**config.mk**
```make
export PLATFORM = sky130hd
export DESIGN_NAME = gbe_rx_gmii_deframer
export DESIGN_NICKNAME = d
export VERILOG_FILES = /design/src/rtl/gbe_rx_gmii_deframer.sv
export SDC_FILE = /design/constraint.sdc
export NUM_CORES = 1
export LEC_CHECK = 0
export ABC_AREA = 1
export CORE_AREA = 2 2 107 109
export CTS_CLUSTER_DIAMETER = 80
export CTS_CLUSTER_SIZE = 8
export DETAILED_ROUTE_END_ITERATION = 6
export DIE_AREA = 0 0 109 111
export PLACE_DENSITY = 0.94
export SYNTH_ARGS = -nofsm -noshare
export SYNTH_HDL_FRONTEND = slang
export SYNTH_SLANG_ARGS = --single-unit
```
**constraint.sdc**
```tcl
create_clock -name mac_clk -period 2.8 [get_ports mac_clk]
set_clock_uncertainty 0.2 [all_clocks]
set_input_delay 0.28 -clock mac_clk [delete_from_list [all_inputs] [get_ports mac_clk]]
set_output_delay 0.28 -clock mac_clk [all_outputs]
set_load 0.02 [all_outputs]
```
**src/rtl/gbe_rx_gmii_deframer.sv**
```systemverilog
// GMII receive deframer: strips preamble/SFD and FCS, checks CRC-32, length and
// rx_er per frame, and reports one good/bad status pulse per frame.
module gbe_rx_gmii_deframer #(
  parameter int unsigned MAX_FRAME_LEN = 1518,
  parameter int unsigned MIN_FRAME_LEN = 64
) (
  input  logic        mac_clk,
  input  logic        mac_rst,
  input  logic [7:0]  gmii_rxd,
  input  logic        gmii_rx_dv,
  input  logic        gmii_rx_er,
  output logic [7:0]  mac_rx_data,
  output logic        mac_rx_dvld,
  output logic        mac_rx_goodframe,
  output logic        mac_rx_badframe,
  output logic [15:0] frame_good_cnt,
  output logic [15:0] frame_bad_cnt
);

  localparam logic [31:0] CRC_POLY    = 32'hEDB88320;
  localparam logic [31:0] CRC_RESIDUE = 32'hDEBB20E3;
  localparam logic [7:0]  PRE_BYTE    = 8'h55;
  localparam logic [7:0]  SFD_BYTE    = 8'hD5;

  typedef enum logic [1:0] {DROP, IDLE, PREAMBLE, DATA} state_t;

  state_t          state, state_nxt;
  logic [3:0]      pre_cnt;
  logic [31:0]     crc;
  logic [10:0]     len;
  logic            er_seen;
  logic [3:0][7:0] dly;
  logic [2:0]      fill;

  logic pre_start, pre_inc, frame_start, byte_acc, frame_end, frame_ok;

  function automatic logic [31:0] crc32_byte(input logic [31:0] c, input logic [7:0] d);
    logic [31:0] r;
    r = c ^ {24'h0, d};
    for (int unsigned i = 0; i < 8; i++)
      r = r[0] ? ((r >> 1) ^ CRC_POLY) : (r >> 1);
    return r;
  endfunction

  always_ff @(posedge mac_clk) begin
    if (mac_rst) state <= DROP;
    else         state <= state_nxt;
  end

  always_comb begin
    state_nxt = state;
    case (state)
      DROP:     if (!gmii_rx_dv) state_nxt = IDLE;
      IDLE:     if (gmii_rx_dv) state_nxt = (gmii_rxd == PRE_BYTE) ? PREAMBLE : DROP;
      PREAMBLE: begin
        if (!gmii_rx_dv)                                 state_nxt = IDLE;
        else if (gmii_rxd == SFD_BYTE)                   state_nxt = DATA;
        else if (gmii_rxd == PRE_BYTE && pre_cnt < 4'd7) state_nxt = PREAMBLE;
        else                                             state_nxt = DROP;
      end
      DATA:     if (!gmii_rx_dv) state_nxt = IDLE;
      default:  state_nxt = DROP;
    endcase
  end

  always_comb begin
    pre_start   = (state == IDLE)     && gmii_rx_dv && (gmii_rxd == PRE_BYTE);
    pre_inc     = (state == PREAMBLE) && gmii_rx_dv && (gmii_rxd == PRE_BYTE);
    frame_start = (state == PREAMBLE) && gmii_rx_dv && (gmii_rxd == SFD_BYTE);
    byte_acc    = (state == DATA)     && gmii_rx_dv;
    frame_end   = (state == DATA)     && !gmii_rx_dv;
    frame_ok    = (crc == CRC_RESIDUE) && !er_seen
                  && ({21'h0, len} >= MIN_FRAME_LEN) && ({21'h0, len} <= MAX_FRAME_LEN);
  end

  // A byte leaves the delay line only once four newer bytes exist, so the FCS never does.
  always_ff @(posedge mac_clk) begin
    if (mac_rst) begin
      pre_cnt          <= '0;
      crc              <= '1;
      len              <= '0;
      er_seen          <= 1'b0;
      dly              <= '0;
      fill             <= '0;
      mac_rx_data      <= '0;
      mac_rx_dvld      <= 1'b0;
      mac_rx_goodframe <= 1'b0;
      mac_rx_badframe  <= 1'b0;
      frame_good_cnt   <= '0;
      frame_bad_cnt    <= '0;
    end else begin
      if (pre_start)
        pre_cnt <= 4'd1;
      else if (pre_inc && pre_cnt != 4'hF)
        pre_cnt <= pre_cnt + 4'd1;

      if (frame_start) begin
        crc     <= '1;
        len     <= '0;
        er_seen <= 1'b0;
        fill    <= '0;
      end else if (byte_acc) begin
        crc     <= crc32_byte(crc, gmii_rxd);
        len     <= (len == '1) ? len : len + 11'd1;
        er_seen <= er_seen | gmii_rx_er;
        dly     <= {dly[2:0], gmii_rxd};
        fill    <= (fill == 3'd4) ? fill : fill + 3'd1;
      end

      mac_rx_dvld      <= byte_acc && (fill == 3'd4);
      mac_rx_data      <= (byte_acc && (fill == 3'd4)) ? dly[3] : '0;
      mac_rx_goodframe <= frame_end && frame_ok;
      mac_rx_badframe  <= frame_end && !frame_ok;

      if (mac_rx_goodframe && frame_good_cnt != '1)
        frame_good_cnt <= frame_good_cnt + 16'd1;
      if (mac_rx_badframe && frame_bad_cnt != '1)
        frame_bad_cnt <= frame_bad_cnt + 16'd1;
    end
  end

endmodule

```
==> summary.md, run 1 <==
The run finished with clean final reports. Dividing the detail-routed wire length by the instance count gives 13.85 um. The net switching power figure was 1381 uW; the insertion delay of the later-clocked pin in the worst-skew pair was 430 ps. By area the synthesized netlist is led by sky130_fd_sc_hd__dfxtp_1, sky130_fd_sc_hd__nand2_1, sky130_fd_sc_hd__a21oi_1. The via count of the first global-routing pass is 6179. The number of buffers added to fix hold violations after cts was 0. The repair_antennas step left the layout with diodes totalling 0.

The initial utilization of the core area, before any placement, comes to 61.17%. VDD sags by at most 0.0004087 V. The synthesized netlist occupies a cell area of 6775 sq um. Maximum clock rate: 468.6 MHz.

The synthesized netlist net count is 1040. The floorplan has 39 rows. The startpoint identified for the worst register-to-register timing path is state[0]$_SDFFE_PP0P_. The total overflow left after global routing is 0. The worst-case register-to-register setup slack came out at 670 ps.

Capture instance of the worst register-to-register path: dly[2]$_SDFFE_PP0P_. In this run the tool buffered the top-level ports with 54 buffer cells. Of the total power, registers draw 39.8%.

The ratio of total power to cell area was 616.5 nW/um^2; the instance count of the mapped netlist was 1017. The routed design could run at a clock period as short as 2134 ps. Largest fanout of any net on the critical path: 31.

TritonCTS built the clock tree. Counting flops with a built-in enable in the synthesized netlist gives 0. The critical path data required time was 2950 ps; the share of layout cells above drive strength 1 was 6.667%. In the synthesized netlist the dominant register cell turns out to be sky130_fd_sc_hd__dfxtp_1.

For the maximum clock insertion buffer count, the log shows 2. The start point of the worst min-delay path was gmii_rx_er. From synthesis to final layout, the design area changed by 17.91%. Once the clock tree was built, the setup fixing pass inserted 0 buffers.

Routability-driven placement finished with a final weighted congestion of 0.9624. The clock power share is 46.5%, and the residual DRC count is 0. Setup repair after global routing left no endpoint under its margin. Yosys printed 0 warnings. TritonCTS created 17 clock buffers. The clock input transition at the sequential cells of the worst setup and hold paths is 60 ps, and the first-pass GRT wire length is 27900 um. Counting flops and latches in the post-synthesis netlist gives 128. The logs give 700 for the number of design-rule violations left by the first detailed-router iteration and 55 for the number of ports placed on the die boundary.

Of the total power, the share spent switching nets is 28.05%. The biggest area contributor in the post-synthesis netlist is sky130_fd_sc_hd__dfxtp_1. The tools report the first-pass detailed-route iteration total as 5.

Of all flip-flops after synthesis, the portion carrying an async set or reset was 0%. The part of the Yosys area used for sequential elements is 37.82%, and the y dimension of the die is 111 um. The proportion of netlist area held by the largest area contributor works out to 37.82%. Combinational fraction of design power: 13.8%. For the number of sinks handled by clock tree synthesis, the log shows 128. Number of endpoints failing setup at the final stage: 0. The number of cells traversed by the worst register-to-register path was 9; the count of final hold-check violations was 0. The die covers 12100 sq um.

The run gives 16930 um as the final wirelength. After clock tree synthesis, the repair step resized 0 gates. Final hold analysis gives a worst-case slack of 222.9 ps.

The synthesized area divided by synthesized cell count works out to 6.662 sq um. STA classifies the critical path startpoint as a flop. In this run, distinct cell masters in the synthesized netlist total 31. The logs give 0 for the remaining antenna violation count and 2280 ps for the data arrival time of the critical path.

The tools report the number of max-cap violations as 0. The start point of the critical path was state[0]$_SDFFE_PP0P_. The initial antenna violation count was 0; the horizontal die dimension was 109 um. After detailed routing, the number of vias per cell comes to 5.567.

The measured slew at the worst slew-check pin was 522.7 ps. The worst setup path is captured at a flop. Along the worst hold path, the cell count comes to 3. The via count is 6809, and the count of final max-slew check failures is 0. For the overall fraction of global-route tracks in use, the log shows 28.63%.

The kind of critical path is reg2reg. The cell sitting at the root of the clock tree is a sky130_fd_sc_hd__clkbuf_16. The layout net count was 1090; the aggregate negative setup slack was 0 ps.

The total number of H-tree levels is 4. The worst min-delay path category was in2reg. End of the worst hold path: er_seen$_SDFFE_PP0P_. For the estimated wirelength of the detail-placed design, the log shows 11000 um.

Cell-internal power: 3544 uW. The final critical path takes up 76.21% of the cycle. Summed over all cells, the static leakage comes to 0.003270 uW. The logs give 48 for the maximum number of pins on one net before global-route repair and 64.88% for the worst max-slew margin expressed relative to the limit. Core area: 11080 sq um.
flip-flops by register name, indices dropped and copies added, names as in the netlist:
signal and flops:
mac_rx_dvld 1, dly 32, mac_rx_badframe 1, er_seen 1
mac_rx_data 8, len 11, crc 32, mac_rx_goodframe 1
pre_cnt 4, frame_good_cnt 16, state 2, fill 3
frame_bad_cnt 16
cell usage after synthesis (all sizes together) (13+ instances only):
cell,n
buf,18
nor2,96
xnor2,16
nand4,13
nor3,22
xor2,30
a21oi,101
nand2,327
dfxtp,128
nand3,65
o21ai,70
inv,100
how the worst max path moves through the flow:
stage	to	slack [ps]	cells after the start
floorplan	frame_bad_cnt[11]$_SDFFE_PP0P_	870	9
global placement	crc[14]$_SDFFE_PP1P_	460	12
detailed placement	crc[19]$_SDFFE_PP1P_	400	11
CTS	dly[2]$_SDFFE_PP0P_	680	9
global route	dly[2]$_SDFFE_PP0P_	570	9
finish	dly[2]$_SDFFE_PP0P_	670	9
metal layers:
| layer | routed length (um) | global-route usage [%] | vias up |
|---|---|---|---|
| li1 | - | - | 3362 |
| met1 | 7175 | 34.40 | 3124 |
| met2 | 8154 | 47.58 | 273 |
| met3 | 1128 | 7.113 | 50 |
| met4 | 474 | 12.99 | 0 |
| met5 | 0 | 0 | - |
cells in the final DEF, fill, tap and decap left out, drive strengths merged, types with 2 or more instances in the layout:
master,instances
dfxtp,128
or2,2
nand3b,3
ha,11
xor2,30
nand4,13
clkdlybuf4s50,54
bufinv,3
o21ai,70
clkinv,5
inv,102
clkinvlp,2
nand3,65
buf,6
xnor2,16
clkbuf,20
nor3,22
nor2,96
a21oi,101
nand2,327
cell families (layout without fill, tap and decap cells):
family,Yosys count,count (layout),share of synthesized area [%]
adder cells (fa/ha/maj),11,11,2.031
XOR/XNOR,46,46,5.946
AO/OA/AOI/OAI,174,174,13.13
buffers and inverters,129,192,8.033
flip-flops,128,128,37.82
AND/OR/NAND/NOR,529,529,33.04
metrics by stage:
step / setup WS (ps) / instances / utilization [%] / area [sq um] / power [uW]
after floorplan: 874.7 / 1017 / - / 6775 / 2475
after global placement: 464.4 / 1191 / 66.66 / 7383 / 2610
after detailed placement: 401.8 / 1191 / 66.66 / 7383 / 2632
after CTS: 680.9 / 1223 / 72.12 / 7989 / 4916
after global routing: 565.6 / 1223 / 72.12 / 7989 / 5096
final: 666.0 / 1223 / 72.12 / 7989 / 4925
worst max-delay path, stage by stage (launching register included):
cell and delay [ps]:
sky130_fd_sc_hd__dfxtp_1 430, sky130_fd_sc_hd__inv_1 70, sky130_fd_sc_hd__ha_1 230, sky130_fd_sc_hd__nand2_1 110
sky130_fd_sc_hd__inv_1 100, sky130_fd_sc_hd__nand3_1 120, sky130_fd_sc_hd__nand2_2 70, sky130_fd_sc_hd__inv_2 360
sky130_fd_sc_hd__o21ai_0 210, sky130_fd_sc_hd__a21oi_1 160
layout make-up:
cell class | count | area, sq um
Tap cell | 143 | 178.9
Clock inverter | 12 | 158.9
Clock buffer | 20 | 446.7
Timing Repair Buffer | 60 | 598.1
Sequential cell | 128 | 2562
Inverter | 100 | 375.4
Multi-Input combinational cell | 760 | 3669
Fill cell | 834 | 3088
power groups by stage:
| stage | registers, uW | clock network, uW | logic, uW |
|---|---|---|---|
| global placement | 1990 | 0 | 619 |
| finish | 1960 | 2290 | 679 |
| floorplan | 1980 | 0 | 496 |
| CTS | 1960 | 2300 | 664 |
| global route | 1970 | 2370 | 761 |
| detailed placement | 1990 | 0 | 639 |
Note: power is estimated with default switching activity, not from simulation.
==> run 2, diff against run 1 <==
--- a/config.mk
+++ b/config.mk
@@ -6,12 +6,12 @@
 export NUM_CORES = 1
 export LEC_CHECK = 0
 export ABC_AREA = 1
-export CORE_AREA = 2 2 107 109
+export CORE_AREA = 2 2 117 119
 export CTS_CLUSTER_DIAMETER = 80
 export CTS_CLUSTER_SIZE = 8
 export DETAILED_ROUTE_END_ITERATION = 6
-export DIE_AREA = 0 0 109 111
-export PLACE_DENSITY = 0.94
+export DIE_AREA = 0 0 119 121
+export PLACE_DENSITY = 0.85
 export SYNTH_ARGS = -nofsm -noshare
 export SYNTH_HDL_FRONTEND = slang
 export SYNTH_SLANG_ARGS = --single-unit
==> constraint.sdc (replaced) <==
create_clock -name mac_clk -period 1.7 [get_ports mac_clk]
set_clock_uncertainty 0.2 [all_clocks]
set_input_delay 0.17 -clock mac_clk [delete_from_list [all_inputs] [get_ports mac_clk]]
set_output_delay 0.17 -clock mac_clk [all_outputs]
set_load 0.02 [all_outputs]
==> run 2 against run 1 <==
Compared with the run above: sequential power increased by 65%; critical path type unchanged; the run now ends with setup timing left; largest cell class unchanged; global-route usage is 2.0 points lower; clock power increased by 69%; combinational power grew 140%; first-iteration DRC count grew 22%; highest routed layer unchanged.
==> summary.md, run 2 (synthesis results as in run 1) <==
The flow ran to the end, but the final reports show violations. The final reports fail on setup timing. The number of cells traversed by the worst register-to-register path was 6 (-3); the number of buffers added to fix hold violations after cts was 0 (unchanged).

In this run the top signal layer used is met4. Via count of the first global-routing pass: 6861 (+11%). The first-pass GRT wire length came out at 31070 um (+11%). Share of layout cells above drive strength 1: 25.76% (+19 points).

Number of port buffers: 54 (unchanged). The via count came out at 7611 (+12%). The run gives 851 (+22%) as the number of design-rule violations left by the first detailed-router iteration. The run gives 55 (unchanged) as the number of ports placed on the die boundary.

The tools report the post-placement cell area as 8467 sq um (+15%). The area growth from synthesis to final layout is 41.92%. The estimated wirelength of the detail-placed design was 12930 um (+18%). The critical path in this run is classified as reg2reg.

The data arrival time of the critical path came out at 1860 ps (-420 ps). The capture instance of the worst register-to-register path is len[8]$_SDFFE_PP0P_. The largest registers in the layout are crc x32, dly x32. The logs give 0 (unchanged) for the total congestion overflow after global routing and 0 (unchanged) for the remaining antenna violation count. The run gives 9615 sq um (+20%) as the cell area after layout. The count of final hold-check violations came out at 0 (unchanged). For this design, the slowest cell found on the critical path is sky130_fd_sc_hd__dfxtp_2. The total power draw was 8751 uW (+78%). The tools report the start point of the worst min-delay path as gmii_rxd[4].

The tools report the number of sinks handled by clock tree synthesis as 128 (unchanged). The tools report the routability congestion estimate from global placement as 0.9394 (-2.4%). Worst min-delay path category: in2reg. Setup repair after global routing could not meet its margin everywhere. The tools report the static leakage as 0.004377 uW (+34%). Core area: 13090 sq um (+18%). The run gives 20660 um (+22%) as the final wirelength.

The wire length per cell was 14.89 um (+7.6%). The final critical path time including I/O delays and setup is 1716 ps (-418.0 ps), and the initial antenna violation count is 0 (unchanged). The post-route clock period utilization was 100.9% (+25 points).

The cell row count came out at 42 (+7.7%). The run gives 420 ps (about the same) as the insertion delay of the later-clocked pin in the worst-skew pair. The ratio of total power to cell area was 910.1 nW/um^2 (+48%); the largest fanout of any net on the critical path was 6 (-81%). The maximum number of pins on one net before global-route repair is 33 (-31%). The worst max-slew margin expressed relative to the limit was 72.90% (+8.0 points); the clock input transition at the sequential cells of the worst setup and hold paths was 70 ps (about the same). The logs give 10360 um (+27%) for the met2 routed wirelength and 0 (unchanged) for the number of max-cap violations.

The tools report the layout net count as 1221 (+12%). The library cells used most frequently in the layout, excluding fill and tap cells, are sky130_fd_sc_hd__nand2_1, sky130_fd_sc_hd__buf_4, sky130_fd_sc_hd__dfxtp_1, sky130_fd_sc_hd__inv_1, sky130_fd_sc_hd__nor2_1. The logs give 51.78% (-9.4 points) for the initial cell density of the core and 6 (+1) for the first-pass detailed-route iteration total.

The horizontal die dimension works out to 119 um (+9.2%). The biggest cell delay along the critical path is 370 ps (-60 ps). The worst setup path is captured at a flop. The cell family contributing the most delay on the critical path is flip-flops.

The post-route worst setup slack was -15.99 ps (-682.0 ps). The logs give 0 (unchanged) for the count of final max-slew check failures and 26.62% (-2.0 points) for the overall fraction of global-route tracks in use. The tools report the worst-case register-to-register setup slack as -20 ps (-680 ps).

The sum of buffers and inverters on the critical path is 1 (-2). The y dimension of the die works out to 121 um (+9.0%). Walking the worst path, the cells encountered are ha_1 -> nand2_2 -> buf_4 -> nor3_4 -> o21ai_1 -> a21oi_1.

The logs give 1547 um (+37%) for the sum of met3 wire segment lengths after detailed routing and 17 (unchanged) for the number of clock buffers inserted by TritonCTS. The tools report the maximum clock rate as 582.8 MHz (+24%). STA classifies the critical path startpoint as a flop.

The tools report the total number of H-tree levels as 4 (unchanged). The tools report the diode insertion count for antenna repair as 0 (unchanged). The startpoint of the most critical register-to-register path was state[1]$_SDFFE_PP0P_. The number of cells on the critical path was 6 (-3); the measured slew at the worst slew-check pin was 406.5 ps (-116.2 ps).

The logs give 1840 ps (-1110 ps) for the critical path data required time and 3 (+3) for the number of endpoints failing setup at the final stage. The highest ir drop seen on vdd was 0.0006720 V (+64%); the layout filler cell count was 914 (+9.6%). TritonCTS built the clock tree.

For the die area, the log shows 14400 sq um (+19%). The average via count per standard cell was 5.487 (-1.4%); the wire length the detailed router placed on met1 was 7906 um (+10%). For the residual DRC count, the log shows 0 (unchanged). The tools report the maximum clock insertion buffer count as 2 (unchanged). For hold timing, the worst endpoint is dly[4]$_SDFFE_PP0P_.

The worst hold path depth is 4 (+1). The tree is rooted in a sky130_fd_sc_hd__clkbuf_16. The library cell used most frequently in the layout, excluding fill and tap cells, is sky130_fd_sc_hd__nand2_1.
-- run 2: cell types whose count changed in the layout (fill, tap and decap cells not counted), moves of 9 or more --
cell	previous run	this run
sky130_fd_sc_hd__o21ai_1	4	19
sky130_fd_sc_hd__dfxtp_1	128	103
sky130_fd_sc_hd__dlymetal6s2s_1	0	9
sky130_fd_sc_hd__a21oi_2	3	26
sky130_fd_sc_hd__dlygate4sd2_1	0	39
sky130_fd_sc_hd__nand2_2	11	40
sky130_fd_sc_hd__nand2_1	314	277
sky130_fd_sc_hd__o21ai_0	66	49
sky130_fd_sc_hd__dfxtp_2	0	20
sky130_fd_sc_hd__clkdlybuf4s50_1	54	6
sky130_fd_sc_hd__buf_4	5	121
sky130_fd_sc_hd__a21oi_1	98	75
-- run 2: metal layers --
layer / track usage, % / vias to the layer above
met5: 0 / -
met4: 11.16 / 0
met3: 5.686 / 106
met2: 46.16 / 401
met1: 31.97 / 3476
li1: - / 3628
-- run 2: power breakdown --
group	internal (uW)	leakage (uW)	switching, uW
clock network	2410	0.000299	1450
registers	3120	0.00104	104
logic	696	0.00304	968
total	6230	0.00438	2520
-- run 2: worst min-delay path: stages --
cell	delay, ps
sky130_fd_sc_hd__dlymetal6s2s_1	190
sky130_fd_sc_hd__inv_2	130
sky130_fd_sc_hd__buf_4	120
sky130_fd_sc_hd__a21oi_1	50
-- run 2: area by class of cell --
| type | instances | area [sq um] | area share (%) |
|---|---|---|---|
| Tap cell | 176 | 220.2 | 2.290 |
| Clock buffer | 19 | 452.9 | 4.710 |
| Sequential cell | 128 | 2606 | 27.10 |
| Inverter | 100 | 389.1 | 4.047 |
| Timing Repair Buffer | 191 | 1725 | 17.94 |
| Clock inverter | 13 | 173.9 | 1.809 |
| Multi-Input combinational cell | 760 | 4048 | 42.09 |
-- run 2: worst max path at each step --
stage	slack, ps	start	end
4_1_cts	-40	state[0]$_SDFFE_PP0P_	crc[8]$_SDFFE_PP1P_
2_1_floorplan	-10	frame_bad_cnt[1]$_SDFFE_PP0P_	frame_bad_cnt[12]$_SDFFE_PP0P_
5_1_grt	-100	frame_good_cnt[1]$_SDFFE_PP0P_	frame_good_cnt[6]$_SDFFE_PP0P_
3_3_place_gp	-360	gmii_rxd[7]	crc[23]$_SDFFE_PP1P_
3_5_place_dp	-390	gmii_rxd[6]	crc[14]$_SDFFE_PP1P_
6_report	-20	state[1]$_SDFFE_PP0P_	len[8]$_SDFFE_PP0P_
-- run 2: stage by stage --
stage	std cells	setup TNS (ps)	utilization (%)	setup slack [ps]	hold slack [ps]
5_1_grt	1387	-2130	73.48	-104.5	106.0
3_3_place_gp	1340	-23750	64.71	-364.1	224.1
2_1_floorplan	1017	-111.7	-	-14.47	46.89
3_5_place_dp	1340	-26590	64.71	-394.6	231.3
4_1_cts	1376	-372.5	69.95	-35.03	112.4
6_report	1387	-35.27	73.48	-15.99	78.43
-- run 2: repair_timing --
item                       CTS  global route
setup endpoints to repair  121           112
gates resized for setup     58           124
pin swaps                    5            26
gates cloned                 1             2
setup buffers                3             9
